## src/rtl/scan_mem_reg_mux.sv

```systemverilog
`default_nettype none
// ============================================================================
// Module   : scan_mem_reg_mux
// Brief    : Routes scan read/write requests to the memory or register-bank
//            port, with a timeout-protected memory handshake.
// Revision : 1.0 - initial release
// ============================================================================
module scan_mem_reg_mux #(
  parameter int          TIMEOUT_CYCLES = 64,
  parameter int          REG_AW         = 8,
  parameter logic [31:0] ERR_DATA       = 32'hDEAD_BEEF
) (
  input  logic              clk,
  input  logic              rst_n,
  input  logic              scan_wen,
  input  logic              scan_ren,
  input  logic [14:0]       scan_addr,
  input  logic [31:0]       scan_wdata,
  output logic [31:0]       scan_rdata,
  output logic              scan_ready,
  output logic              scan_err,
  output logic              busy,
  output logic              drop,
  output logic              mem_req,
  output logic              mem_we,
  output logic [13:0]       mem_addr,
  output logic [31:0]       mem_wdata,
  input  logic              mem_gnt,
  input  logic              mem_rvalid,
  input  logic [31:0]       mem_rdata,
  output logic              reg_wen,
  output logic              reg_ren,
  output logic [REG_AW-1:0] reg_addr,
  output logic [31:0]       reg_wdata,
  input  logic [31:0]       reg_rdata
);

  localparam int                 c_CNT_W    = $clog2(TIMEOUT_CYCLES);
  localparam logic [c_CNT_W-1:0] c_CNT_LAST = c_CNT_W'(TIMEOUT_CYCLES - 1);

  typedef enum logic [2:0] {
    S_IDLE     = 3'd0,
    S_REG_ACC  = 3'd1,
    S_MEM_REQ  = 3'd2,
    S_MEM_WAIT = 3'd3,
    S_UNMAP    = 3'd4,
    S_DONE     = 3'd5
  } state_t;

  state_t             r_state, w_state_nxt;
  logic [c_CNT_W-1:0] r_cnt, w_cnt_nxt;
  logic [31:0]        r_rdata, w_rdata_nxt;
  logic               r_err, w_err_nxt;
  logic               r_we;
  logic [13:0]        r_addr;
  logic [31:0]        r_wdata;
  logic               r_ready, r_busy, r_drop, r_mem_req, r_reg_wen, r_reg_ren;
  logic               w_req, w_accept, w_reg_hit, w_we_nxt;

  always_comb begin
    w_req       = scan_wen | scan_ren;
    w_reg_hit   = ((scan_addr[13:0] >> REG_AW) == '0);
    w_accept    = 1'b0;
    w_state_nxt = r_state;
    w_cnt_nxt   = r_cnt;
    w_rdata_nxt = r_rdata;
    w_err_nxt   = r_err;
    case (r_state)
      S_IDLE: begin
        if (w_req) begin
          w_accept  = 1'b1;
          w_cnt_nxt = '0;
          if (!scan_addr[14])  w_state_nxt = S_MEM_REQ;
          else if (w_reg_hit)  w_state_nxt = S_REG_ACC;
          else                 w_state_nxt = S_UNMAP;
        end
      end
      S_REG_ACC: begin
        w_state_nxt = S_DONE;
        w_err_nxt   = 1'b0;
        if (!r_we) w_rdata_nxt = reg_rdata;
      end
      S_UNMAP: begin
        w_state_nxt = S_DONE;
        w_err_nxt   = 1'b1;
        if (!r_we) w_rdata_nxt = ERR_DATA;
      end
      S_MEM_REQ: begin
        w_cnt_nxt = r_cnt + c_CNT_W'(1);
        // A read grant on the final cycle leaves no room for data, so it aborts
        if (mem_gnt && r_we) begin
          w_state_nxt = S_DONE;
          w_err_nxt   = 1'b0;
        end else if (r_cnt == c_CNT_LAST) begin
          w_state_nxt = S_DONE;
          w_err_nxt   = 1'b1;
          if (!r_we) w_rdata_nxt = ERR_DATA;
        end else if (mem_gnt) begin
          w_state_nxt = S_MEM_WAIT;
        end
      end
      S_MEM_WAIT: begin
        w_cnt_nxt = r_cnt + c_CNT_W'(1);
        if (mem_rvalid) begin
          w_state_nxt = S_DONE;
          w_err_nxt   = 1'b0;
          w_rdata_nxt = mem_rdata;
        end else if (r_cnt == c_CNT_LAST) begin
          w_state_nxt = S_DONE;
          w_err_nxt   = 1'b1;
          w_rdata_nxt = ERR_DATA;
        end
      end
      S_DONE:  w_state_nxt = S_IDLE;
      default: w_state_nxt = S_IDLE;
    endcase
    w_we_nxt = w_accept ? scan_wen : r_we;
  end

  // Strobes are derived from the next state so every output is a flop
  always_ff @(posedge clk or negedge rst_n) begin
    if (!rst_n) begin
      r_state   <= S_IDLE;
      r_cnt     <= '0;
      r_rdata   <= '0;
      r_err     <= 1'b0;
      r_we      <= 1'b0;
      r_addr    <= '0;
      r_wdata   <= '0;
      r_ready   <= 1'b0;
      r_busy    <= 1'b0;
      r_drop    <= 1'b0;
      r_mem_req <= 1'b0;
      r_reg_wen <= 1'b0;
      r_reg_ren <= 1'b0;
    end else begin
      r_state   <= w_state_nxt;
      r_cnt     <= w_cnt_nxt;
      r_rdata   <= w_rdata_nxt;
      r_err     <= w_err_nxt;
      r_ready   <= (w_state_nxt == S_DONE);
      r_busy    <= (w_state_nxt != S_IDLE);
      r_drop    <= w_req && (r_state != S_IDLE);
      r_mem_req <= (w_state_nxt == S_MEM_REQ);
      r_reg_wen <= (w_state_nxt == S_REG_ACC) && w_we_nxt;
      r_reg_ren <= (w_state_nxt == S_REG_ACC) && !w_we_nxt;
      if (w_accept) begin
        r_we    <= scan_wen;
        r_addr  <= scan_addr[13:0];
        r_wdata <= scan_wdata;
      end
    end
  end

  assign scan_rdata = r_rdata;
  assign scan_ready = r_ready;
  assign scan_err   = r_err;
  assign busy       = r_busy;
  assign drop       = r_drop;
  assign mem_req    = r_mem_req;
  assign mem_we     = r_we;
  assign mem_addr   = r_addr;
  assign mem_wdata  = r_wdata;
  assign reg_wen    = r_reg_wen;
  assign reg_ren    = r_reg_ren;
  assign reg_addr   = r_addr[REG_AW-1:0];
  assign reg_wdata  = r_wdata;

endmodule
`default_nettype wire

```

## config.mk

```make
export PLATFORM = sky130hd
export DESIGN_NAME = scan_mem_reg_mux
export DESIGN_NICKNAME = d
export VERILOG_FILES = /design/src/rtl/scan_mem_reg_mux.sv
export SDC_FILE = /design/constraint.sdc
export NUM_CORES = 1
export LEC_CHECK = 0
export CAP_MARGIN = 10
export CORE_MARGIN = 1
export CORE_UTILIZATION = 28
export DETAILED_ROUTE_END_ITERATION = 6
export DONT_BUFFER_PORTS = 1
export PLACE_DENSITY_LB_ADDON = 0.1
export REMOVE_ABC_BUFFERS = 1
export SETUP_SLACK_MARGIN = 0.5
export SLEW_MARGIN = 20
export SYNTH_ARGS = -nofsm -noshare
export SYNTH_HDL_FRONTEND = slang
export SYNTH_SLANG_ARGS = --single-unit
```

## constraint.sdc

```tcl
create_clock -name clk -period 1.8 [get_ports clk]
set_clock_uncertainty 0.1 [all_clocks]
set_input_delay 0.36 -clock clk [delete_from_list [all_inputs] [get_ports clk]]
set_output_delay 0.36 -clock clk [all_outputs]
set_load 0.1 [all_outputs]
```

==> results.py <==
metrics = {
    "synth": {
        "yosys_warnings": 0,
        "synth_simple_gate_area_share_pct": 17.02,
        "synth_mux_area_share_pct": 8.359,
        "ys.flop_type": "dfrtp_1",
        "async_flop_share_pct": 100.0,
        "synth_top_family_by_area": "simple AND/OR/NAND/NOR gates",
        "ys_seq_area_share_pct": 52.59,
        "ys_ff_latch": 95,
        "synth_xor_area_share_pct": 0.5812,
        "yosysUniqueCellTypes": 40,
        "synthAdderAreaFrac_pct": 0.2768,
        "synth-edff-count": 0,
        "synth-compound-area-share_pct": 9.134,
        "syn-instance-count": 471,
        "netlist_area_sq_um": 4521,
        "avgSynthCellArea_sq_um": 9.598,
    },
    "sta": {
        "slew_headroom_pct": 39.61,
        "finalWorstSetupSlack_ps": -42.33,
        "slew_viol_final": 0,
        "rsz0062_at_grt": "true",
        "fin_hold_ws_ps": -392.1,
        "finalHoldViolCount": 95,
        "period_share_pct": 102.4,
        "tightest_slew_ps": 905.9,
        "fin_crit_ps": 1842,
        "finalSetupViolations": 6,
        "fin_tns_setup_ps": -244.3,
        "fmax_mhz": 542.8,
    },
    "clock_tree": {
        "clk_pin_slew_ps": 70,
        "htreeDepth": 3,
        "clk_path_buf_depth": 2,
        "cts_buffers": 9,
        "cts_hold_buffers": 1,
        "cts_root_buffer": "clkbuf_16",
        "clock-sinks": 95,
        "clock_latency_ps": 340,
        "cts_tree": "done",
    },
    "hold_path": {
        "hp-class": "input pin to async pin",
    },
    "die": {
        "start_util_pct": 28.56,
        "chipHeight_microns": 129.1,
        "design.core.area_sq_um": 15830,
        "fp.dieArea_sq_um": 16660,
        "io_pins": 243,
        "die_x_microns": 129.1,
        "core.rowCount": 46,
    },
    "grt": {
        "grt_pass1_wl_microns": 18420,
        "antenna_found_initial": 0,
        "grt_pass1_vias": 3511,
        "grt_usage_pct": 14.70,
        "grt_overflow": 0,
        "grt_max_degree": 96,
    },
    "layout": {
        "seq_area_sq_um": 2430,
        "multiInputGateArea_sq_um": 2058,
        "drive_above_1_share_pct": 53.90,
        "final_area_sq_um": 7556,
        "fillers": 1425,
        "antenna_cells": 0,
        "fin_cells": 780,
        "layout.nets": 677,
        "syn2layout_area_growth_pct": 67.15,
    },
    "critical_path": {
        "crit_type": "flop to flop",
        "r2r-start": "r_cnt[1]$_DFFE_PN0P_",
        "cp.arrival_ps": 1970,
        "startpoint_type": "flop",
        "end_kind": "flop",
        "crit_start": "r_cnt[1]$_DFFE_PN0P_",
        "crit_required_ps": 1930,
        "crit_fanout": 7,
    },
    "status": {
        "status": "complete, but fails checks",
        "violations": "hold timing, setup timing",
    },
    "placement": {
        "gp_congestion": 0.8189,
        "dpl_cell_area_sq_um": 5814,
        "io_buffers": 0,
        "hpwlAfterDp_microns": 8376,
        "dp.cells": 732,
    },
    "flow_run": {
        "maxCapViolations": 0,
    },
    "drt": {
        "drtIter0Drc": 126,
        "wl_microns": 13240,
        "drc": 0,
        "avgViaCountPerCell": 4.541,
        "wl_per_cell_microns": 16.97,
        "dr.pass1.iters": 4,
        "antenna_left": 0,
        "num_vias": 3542,
    },
}
-- per-layer routing --
metal	share of wire [%]	GRT usage (%)	vias to the layer above
met4	2.3	7.405	0
met3	6.3	4.831	22
li1	-	-	1677
met2	50	24.71	108
met1	41	16.78	1735
met5	0	0	-
-- cells in the final DEF (no fill, tap or decap), types with 3 or more instances in the layout --
cell type   n
a21oi_1     8
a22o_1      8
buf_12     93
buf_4      30
buf_6       8
clkbuf_16  14
dfrtp_1    53
dfrtp_2    42
inv_1      23
mux2_4     11
mux2i_1    20
nand2_1    81
nand2_2    45
nand2_4    26
nand2b_1    4
nor2_1     10
o211ai_1    4
o21ai_0     4
o21ai_1     4
o22ai_1    21
o22ai_2     3
-- sequential cells by signal, indices dropped and copies added, names as in the netlist --
signal,count
reg_ren,1
mem_req,1
mem_wdata,32
mem_we,1
reg_wen,1
r_cnt,6
busy,1
scan_err,1
mem_addr,14
scan_ready,1
r_state,3
drop,1
scan_rdata,32
-- cells in the mapped netlist, types with 3 or more instances --
cell type | n | area share, %
o211ai_1 | 4 | 0.66
clkbuf_1 | 9 | 0.75
buf_6 | 3 | 0.75
nand3_1 | 4 | 0.44
a22o_1 | 9 | 1.7
buf_2 | 6 | 0.66
o21ai_0 | 6 | 0.66
nor2b_1 | 4 | 0.55
a21oi_1 | 10 | 1.1
nor2_1 | 13 | 1.1
mux2i_1 | 22 | 4.9
nand2_1 | 152 | 13
nand2b_1 | 5 | 0.69
inv_1 | 23 | 1.9
mux2_4 | 9 | 3.0
dfrtp_1 | 95 | 53
buf_4 | 45 | 7.5
o22ai_1 | 24 | 3.3
o21ai_1 | 3 | 0.33
-- per-stage QoR --
step / utilization [%] / worst slack, ps
after floorplan: - / -760.2
after detailed placement: 36.74 / -131.7
final: 47.74 / -42.33
after CTS: 42.42 / -33.56
after global placement: 36.74 / -83.49
after global routing: 47.74 / -96.56
-- worst paths after layout --
check	end	slack (ps)	cells after the start
min	scan_rdata[17]$_DFFE_PN0P_	-390	0
min reg2reg	r_cnt[5]$_DFFE_PN0P_	390	1
max	scan_rdata[29]$_DFFE_PN0P_	-40	7
max reg2reg	scan_rdata[29]$_DFFE_PN0P_	-40	7
min in group clk	mem_wdata[11]$_DFFE_PN0P_	10	2
max in group asynchronous	mem_wdata[21]$_DFFE_PN0P_	1760	0
-- worst max-delay path, cell delays in order, from the launching register on --
cell and delay [ps]:
dfrtp_1 410, ha_4 190, nand3_4 100, o21bai_1 80
a32o_2 310, buf_6 130, buf_16 130, mux2_4 290
-- kinds of logic (layout without fill, tap and decap cells) --
family	count (synthesis)	after routing
xor+xnor	3	3
compound gates	62	62
simple gates	188	189
flops	95	95
fa+ha+maj	1	1
mux	33	33
buf+inv	89	181
-- layout make-up --
class,count,share of cell area [%]
Clock inverter,4,0.7120
Tap cell,216,3.577
Sequential cell,95,32.16
Multi-Input combinational cell,288,27.24
Clock buffer,12,3.395
Timing Repair Buffer,141,31.73
Inverter,24,1.192
-- repair_timing --
item / 4_1_cts / 5_1_grt
setup endpoints to repair: 220 / 221
hold endpoints to repair: 96 / 95
pin swaps: 4 / 67
setup buffers: 11 / 10
gates resized for setup: 115 / 162
cloned: 2 / 8
Power is left out: the tool's default activity adds up to more than one toggle a clock period on the data nets, which glitch-free logic cannot reach.
